`config.mk`:
```
export PLATFORM = sky130hd
export DESIGN_NAME = reg_share_arbiter
export DESIGN_NICKNAME = d
export VERILOG_FILES = /design/src/rtl/reg_share_arbiter.sv
export SDC_FILE = /design/constraint.sdc
export NUM_CORES = 1
export LEC_CHECK = 0
export ABC_CLOCK_PERIOD_IN_PS = 2050
export CAP_MARGIN = 10
export CORE_UTILIZATION = 35
export DETAILED_ROUTE_END_ITERATION = 16
export SLEW_MARGIN = 20
export SYNTH_ARGS = -nofsm -noshare
export SYNTH_HDL_FRONTEND = slang
export SYNTH_SLANG_ARGS = --single-unit
export TNS_END_PERCENT = 10
```
`constraint.sdc`:
```
create_clock -name clk -period 2.05 [get_ports clk]
set_input_delay 0.3075 -clock clk [delete_from_list [all_inputs] [get_ports clk]]
set_output_delay 0.3075 -clock clk [all_outputs]
set_load 0.01 [all_outputs]
```
`src/rtl/reg_share_arbiter.sv`:
```
// Round-robin arbiter that time-shares one W-bit register among NREQ
// requesters. One requester is granted at a time. Each write by the grantee
// loads the register and raises a one-cycle ack. A hold limit forces the
// grant to rotate to another requester.
module reg_share_arbiter #(
  parameter int NREQ     = 4,
  parameter int W        = 4,
  parameter int MAX_HOLD = 8,
  parameter int CW       = 2
) (
  input  logic              clk,
  input  logic              rst,
  input  logic [NREQ-1:0]   req,
  input  logic [NREQ*W-1:0] data,
  output logic [NREQ-1:0]   gnt,
  output logic [NREQ-1:0]   ack,
  output logic [W-1:0]      reg_out,
  output logic [CW-1:0]     owner,
  output logic              busy
);

  localparam int HW = $clog2(MAX_HOLD) + 1;

  localparam logic [0:0] IDLE  = 1'b0;
  localparam logic [0:0] GRANT = 1'b1;

  logic [0:0]    state;
  logic [CW-1:0] ptr;
  logic [HW-1:0] hold_cnt;

  logic          found;
  logic [CW-1:0] pick;
  logic [CW-1:0] next_ptr;
  logic          last_write;
  logic [W-1:0]  data_arr [NREQ];

  // Unpack the flat data bus into one word per requester
  always_comb begin
    for (int unsigned i = 0; i < NREQ; i++) begin
      data_arr[i] = data[i*W +: W];
    end
  end

  // Circular search for the first pending requester, starting at ptr
  always_comb begin
    int unsigned   idx;
    logic [CW-1:0] idx_c;
    found = 1'b0;
    pick  = '0;
    idx   = 0;
    idx_c = '0;
    for (int unsigned k = 0; k < NREQ; k++) begin
      idx   = (32'(ptr) + k) % NREQ;
      idx_c = CW'(idx);
      if (!found && req[idx_c]) begin
        found = 1'b1;
        pick  = idx_c;
      end
    end
  end

  // Rotation pointer after a release, and the forced-release condition
  always_comb begin
    next_ptr   = (owner == CW'(NREQ - 1)) ? '0 : owner + CW'(1);
    last_write = (hold_cnt == HW'(MAX_HOLD - 1));
  end

  // Arbitration FSM, shared register and ack generation
  always_ff @(posedge clk or negedge rst) begin
    if (!rst) begin
      state    <= IDLE;
      ptr      <= '0;
      hold_cnt <= '0;
      gnt      <= '0;
      ack      <= '0;
      reg_out  <= '0;
      owner    <= '0;
      busy     <= 1'b0;
    end else if (state == IDLE) begin
      ack <= '0;
      if (found) begin
        gnt      <= NREQ'(1) << pick;
        owner    <= pick;
        busy     <= 1'b1;
        hold_cnt <= '0;
        state    <= GRANT;
      end else begin
        gnt <= '0;
      end
    end else begin
      if (req[owner]) begin
        reg_out  <= data_arr[owner];
        ack      <= NREQ'(1) << owner;
        hold_cnt <= hold_cnt + 1'b1;
      end else begin
        ack <= '0;
      end
      // Release on dropped request or on the final permitted write; the
      // hold_cnt clear below overrides the increment above.
      if (!req[owner] || last_write) begin
        gnt      <= '0;
        busy     <= 1'b0;
        state    <= IDLE;
        ptr      <= next_ptr;
        hold_cnt <= '0;
      end
    end
  end

endmodule

```
==> results.json <==
{
  "worstSetupPathType": "reg2out",
  "drt-initial-drc-count": 17,
  "synthArstFlopShare_pct": 100,
  "ys_seq_area_share_pct": 45.1,
  "cap_violations": 0,
  "cp_top_family": "buffers and inverters",
  "fin_crit_sh_pct": 88.5,
  "slew_headroom_pct": 63.5,
  "cts_hold_buf": 0,
  "clk_path_buf_depth": 2,
  "core_area_sq_um": 3340,
  "use_met2_pct": 25.5,
  "cts-resized-gates": 0,
  "path_cells": "clkdlybuf4s50_1",
  "cp-startpoint": "owner[0]$_DFFE_PN0P_",
  "grt_use_met3_pct": 2.10,
  "remaining_drc_errors": 0,
  "worst_pin_slew_ps": 546,
  "vias": 933,
  "io_buffers": 36,
  "grt_max_degree": 23,
  "rr_worst_depth": 5,
  "finalPower_mw": 2.28,
  "synth_flop_cell": "dfrtp_1",
  "cp.arrival_ps": 1510,
  "ys_ff_latch": 22,
  "hold_viol_final": 0,
  "h-tree-depth": 1,
  "cp_slowest_stage_delay_ps": 600,
  "synth-edff-count": 0,
  "busiest_layer": "met2",
  "yosys-top-cells-area": "dfrtp_1 45%, mux4_1 6.5%, ha_1 5.1%",
  "ys_warn_count": 0,
  "hold_path_class": "in2async",
  "crit_required_ps": 1740,
  "synth_cells": 96,
  "status": "complete, no violations",
  "avgViaCountPerCell": 5.13,
  "finalSetupViolCount": 0,
  "cp_num_buf_inv": 1,
  "synth_top_area_cell": "dfrtp_1",
  "clock_latency_ps": 310,
  "synth_top_area_share_pct": 45.1,
  "slew_violations": 0,
  "finalSetupTns_ps": 0,
  "gp_congestion": 0.742,
  "clkTransAtPathRegs_ps": 140,
  "met1_usage_pct": 18.0,
  "fmax_ghz": 0.551,
  "antenna_found_initial": 0,
  "ios": 37,
  "period_needed_ps": 1810,
  "start_util_pct": 36.6,
  "power_density_nw_per_um2": 1350,
  "routedWlPerCell_um": 13.8,
  "synth_area_sq_um": 1220,
  "die_y_um": 61.0,
  "num_rows": 21,
  "r2r_setup_slack_ps": 430,
  "grt_usage_pct": 14.7,
  "fin_nets": 164,
  "drive_above_1_share_pct": 14.7,
  "grt_pass1_vias": 892,
  "drt_wl_total_um": 2520,
  "start_kind": "register",
  "rsz0062_at_grt": "no",
  "r2r-start": "hold_cnt[0]$_DFFE_PN0P_",
  "reg2reg_to": "ptr[0]$_DFFE_PN0P_",
  "cts_tree": "done",
  "die-area_sq_um": 3730,
  "drtPass1Iterations": 4,
  "syn_to_final_growth_pct": 38.3,
  "leakage_nw": 0.742,
  "antenna_left": 0,
  "critical_path_peak_fanout": 15,
  "grt-ovfl-total": 0,
  "max-vdd-ir-drop_mv": 0.630,
  "die_x_um": 61.0,
  "avgSynthCellArea_sq_um": 12.7,
  "dp_slack_ps": 135,
  "final_common_cell": "clkdlybuf4s50_1",
  "diodes": 0,
  "grt_pass1_wl_um": 3920,
  "cp-endpoint": "owner[0]",
  "crit_slowest_cell": "clkdlybuf4s50_1",
  "synth.net_count": 123,
  "cp.depth": 1,
  "synth_cell_type_count": 34,
  "clock-sinks": 22,
  "post_cts_buffers": 0,
  "mostFrequentLayoutCells": "36 x clkdlybuf4s50_1, 21 x dfrtp_1, 5 x and2_1, 5 x nor2_1, 5 x ha_1",
  "worst_slack_ps": 236,
  "end_kind": "primary output",
  "root_buffer": "clkbuf_4",
  "dpl.hpwl_um": 1950,
  "fin_skew_ps": 14.2,
  "cts_buffers": 3
}
[cell usage after synthesis, drive strengths merged, types with 2 or more instances]
library cell	number
dfrtp	22
a22o	2
mux4	4
nand2b	2
a32o	4
nor2	5
inv	4
nand2	4
mux2	8
nor2b	2
buf	3
and2	5
a21o	2
nand3	4
ha	5
mux2i	3
nand3b	4
[worst min-delay path by stage]
stage | from | end | slack, ps | depth (start not counted)
final | rst | ack[0]$_DFF_PN0_ | 330 | 2
after detailed placement | gnt[0]$_DFFE_PN0P_ | gnt[0]$_DFFE_PN0P_ | 490 | 1
after global placement | gnt[0]$_DFFE_PN0P_ | gnt[0]$_DFFE_PN0P_ | 500 | 1
after floorplan | rst | ack[0]$_DFF_PN0_ | 10 | 0
after global routing | rst | ack[0]$_DFF_PN0_ | 340 | 2
after CTS | rst | ack[1]$_DFF_PN0_ | 340 | 2
[state kept, by name (all words and copies together), names as in the netlist]
register,count
reg_out,4
busy,1
ptr,2
owner,2
state,1
ack,4
gnt,4
hold_cnt,4
[logic make-up after synthesis]
logic type | count (synthesis) | synth area share, %
and+or+nand+nor | 30 | 13.4
buffers and inverters | 7 | 3.49
AOI/OAI and AO/OA | 17 | 13.4
DFF | 22 | 45.1
muxes | 15 | 19.4
adders and majority gates | 5 | 5.13
[layout make-up]
cell class	count	area [sq um]
clock inverters	1	30.0
well taps	46	57.6
flip-flops and latches	22	552
repair buffers	39	383
multi-input cells	67	627
inverters	4	15.0
fillers	298	1650
clock buffers	3	22.5
[power by group]
| group | switching [mW] | internal (mW) | leakage [nW] | total [mW] |
|---|---|---|---|---|
| clock | 0.137 | 0.198 | 0.0279 | 0.334 |
| combinational | 0.467 | 0.680 | 0.435 | 1.15 |
| sequential | 0.185 | 0.615 | 0.279 | 0.800 |
| total | 0.789 | 1.49 | 0.742 | 2.28 |
[per-stage QoR]
step           area, sq um  instances  util [%]  hold WS (ps)
2_1_floorplan         1220         96         -          11.9
3_3_place_gp          1630        178      48.9           496
3_5_place_dp          1630        178      48.9           494
4_1_cts               1690        182      50.5           342
5_1_grt               1690        182      50.5           340
6_report              1690        182      50.5           334
[layer usage]
layer | up-vias | wire [um]
met5 | - | 0
met3 | 4 | 126
met1 | 460 | 1150
met4 | 0 | 27
met2 | 30 | 1210
li1 | 439 | -
Note: power is estimated with default switching activity, not from simulation.
==> variant 1: new RTL, config.mk and constraints unchanged <==
`NREQ`: 4 -> 2.
--- a/src/rtl/reg_share_arbiter.sv
+++ b/src/rtl/reg_share_arbiter.sv
@@ -4,5 +4,5 @@
 // grant to rotate to another requester.
 module reg_share_arbiter #(
-  parameter int NREQ     = 4,
+  parameter int NREQ     = 2,
   parameter int W        = 4,
   parameter int MAX_HOLD = 8,
Ports: changed (resized ack, data, gnt and req); port bits go from 37 to 23. No check against the original RTL was run, so the function may have changed too.
==> variant 1 against the original RTL <==
Critical path depth stayed put. Count of clock-buffer cells in the layout rose by 1. Power decreased by 42%. Area after synthesis down 36%. Final area is 39% lower. Setup slack got worse by 0.011 ns. Routed wire length shrank 43%. Global-route usage decreased by 0.70 points. First-iteration DRC count shrank 53%. Sequential cell count shrank 6. Clock power shrank 37%. Largest cell class is now registers.
==> variant 1: results <==
group,metric,value,unit
finish,multi_input_gates,52,
place,portBuffers,21,
global_route,use_met3,0.0374,
cts,cts_made_buffers,3,
global_route,use_met1,0.194,
finish,multiInputGateArea,329,um^2
finish,fillers,209,
place,place_inst,122,
detailed_routing,post_drt_wl_per_cell,11.4,um
synthesis,syn_nets,91,
place,hpwlAfterDp,1.06,mm
timing,tightestPinTransition,0.596,ns
pwr,seqPwrFrac,0.448,
setup_path,r2r_setup_slack,0.50,ns
finish,regArea,400,um^2
finish,seq_cells,16,
pwr,p_leak,0.000452,uW
finish,drive_gt1_frac,0.0808,
detailed_routing,vias,616,
setup_path,r2r-start,"owner[0]",
finish,clockBufferCount,4,
global_route,grt_pass1_wl,2.52,mm
pwr,swShare,0.354,
finish,bufAreaShareNonClock,0.210,
synthesis,synth_cell_types,29,
finish,buffers,22,
setup_path,crit_path_max_fanout,11,
detailed_routing,totalWireLength,1.44,mm
synthesis,synth_mux_area_frac,0.0705,
status,status,"complete, no violations",
pwr,switching_power,471,uW
place,dpl_cell_area,1000,um^2
detailed_routing,drt-initial-drc-count,8,
synthesis,synth-compound-area-share,0.171,
global_route,grt_util_met2,0.196,
setup_path,reg2reg_depth,3,
synthesis,synth_area_leaders,"dfrtp_1 (51%), mux2i_1 (5.1%), a31oi_1 (4.8%), a21oi_1 (4.5%), o21ai_0 (3.8%)",
synthesis,ys_top_cells_by_count,"dfrtp_1 (16), a21oi_1 (7), a31oi_1 (6), o21ai_0 (6)",
finish,sh_seq_area,0.386,
setup_path,path_class,"register to output pin",
global_route,first_global_vias,587,
finish,nets,113,
pwr,share_comb_of_total_power,0.394,
setup_path,r2r_end,"hold_cnt[1]",
cts,insertion_delay,0.29,ns
timing,fin_worst_skew,0.00457,ns
die,die_x,49.2,um
setup_path,max_stage_delay,0.62,ns
global_route,track_usage,0.140,
synthesis,synth_fa_ha_area_frac,0.0160,
synthesis,synth-async-reset-ratio,1.00,
cts,clk_pin_slew_worst_paths,0.10,ns
synthesis,ys_seq_area_frac,0.513,
pwr,ir_worst_vdd,567,uV
place,place.gp.congestion,0.738,
finish,inv_count,5,
finish,clock_area_frac,0.0350,
synthesis,synthCells,78,
-- variant 1: changes by cell type after synthesis, sizes merged, moves of 2 or more --
cell / before / now
nand3b: 4 / 1
mux2: 8 / 1
and3: 1 / 4
a31oi: 1 / 6
o21ai: 1 / 6
mux4: 4 / 0
and2: 5 / 0
a32o: 4 / 0
nand2: 4 / 1
dfrtp: 22 / 16
a21oi: 0 / 7
ha: 5 / 1
nand4: 0 / 2
-- variant 1: stage by stage --
stage | worst slack (ns) | hold WS (ns)
6_report | 0.225 | 0.326
5_1_grt | 0.140 | 0.331
4_1_cts | 0.213 | 0.331
3_5_place_dp | 0.301 | 0.469
3_3_place_gp | 0.319 | 0.470
2_1_floorplan | 0.677 | 0.0119
-- variant 1: layer usage --
metal / part of all wire / vias to the layer above
met1: 0.51 / 268
li1: - / 321
met4: 0.022 / 0
met2: 0.42 / 22
met5: 0 / -
met3: 0.045 / 5
==> variant 2: new RTL, same flow settings <==
Made on the original files. Reset style: synchronous (`rst`), changed in one clocked block.
--- a/src/rtl/reg_share_arbiter.sv
+++ b/src/rtl/reg_share_arbiter.sv
@@ -67,5 +67,5 @@
 
   // Arbitration FSM, shared register and ack generation
-  always_ff @(posedge clk or negedge rst) begin
+  always_ff @(posedge clk) begin
     if (!rst) begin
       state    <= IDLE;
Behaviour: differs if rst is asserted again (counterexample within 4 cycles, from zero or initial values and one cycle with rst low); with rst held inactive, the same outputs for 10 cycles.
==> variant 2 against the original RTL <==
Global-route usage rose by 1.6 points. Routed wire length fell by 4.1%. Highest routed layer unchanged. Sequential cell count did not move. Fmax fell by 1.9%. Area after synthesis fell by 16%. First-iteration DRC count fell by 18%. Final area fell by 11%. Hold slack improved by 0.13 ns. Clock skew barely moved. Setup slack got worse by 0.035 ns.
Power is not compared: it rests on default switching activity, and its combinational part moved more than twofold at a synthesized area within 25%.
==> variant 2: results <==
group,metric,value,unit
timing,fin_worst_skew,0.0146,ns
place,place.gp.congestion,0.836,
setup_path,r2r-start,"owner[0]",
place,place_inst,170,
synthesis,synth_fa_ha_area_frac,0.0244,
detailed_routing,totalWireLength,2.41,mm
setup_path,reg2reg_depth,4,
detailed_routing,vias,956,
place,hpwlAfterDp,1.81,mm
status,status,"complete, no violations",
finish,seq_cells,22,
setup_path,max_stage_delay,0.54,ns
setup_path,crit_path_max_fanout,7,
finish,regArea,440,um^2
synthesis,syn_area,1020,um^2
finish,bufAreaShareNonClock,0.276,
global_route,track_usage,0.163,
timing,hold_slack,0.469,ns
global_route,first_global_vias,860,
place,place_ws,0.0360,ns
finish,clock_area_frac,0.0351,
synthesis,ys_seq_area_frac,0.430,
finish,buffers,43,
synthesis,synth_mux_area_frac,0.159,
place,dpl_cell_area,1440,um^2
finish,inv_count,2,
-- variant 2: cell types whose count changed in the layout (fill, tap and decap cells not counted), sizes merged, moves of 5 or more --
cell   delta
mux2      -8
dfxtp    +22
dfrtp    -22
a21oi     +5
-- variant 2: routing by layer --
layer	part of all wire	global-route usage	wire length, um	vias up
met3	0.037	0.0209	89	4
li1	-	-	-	464
met1	0.48	0.209	1150	464
met4	0.014	0.0836	33	0
met5	0	0	0	-
met2	0.47	0.267	1140	24
-- variant 2: how the worst max path moves through the flow --
stage | from | end
after detailed placement | req[0] | hold_cnt[0]
after global placement | req[0] | ack[3]
final | owner[1] | owner[1]
after global routing | owner[1] | owner[1]
after CTS | owner[1] | owner[1]
after floorplan | owner[0] | hold_cnt[0]
-- variant 2: power groups by stage --
stage / logic (uW) / clock network (uW) / registers, uW
2_1_floorplan: 102 / 0 / 484
3_3_place_gp: 212 / 0 / 478
3_5_place_dp: 215 / 0 / 479
4_1_cts: 216 / 339 / 470
5_1_grt: 234 / 358 / 474
6_report: 215 / 329 / 470
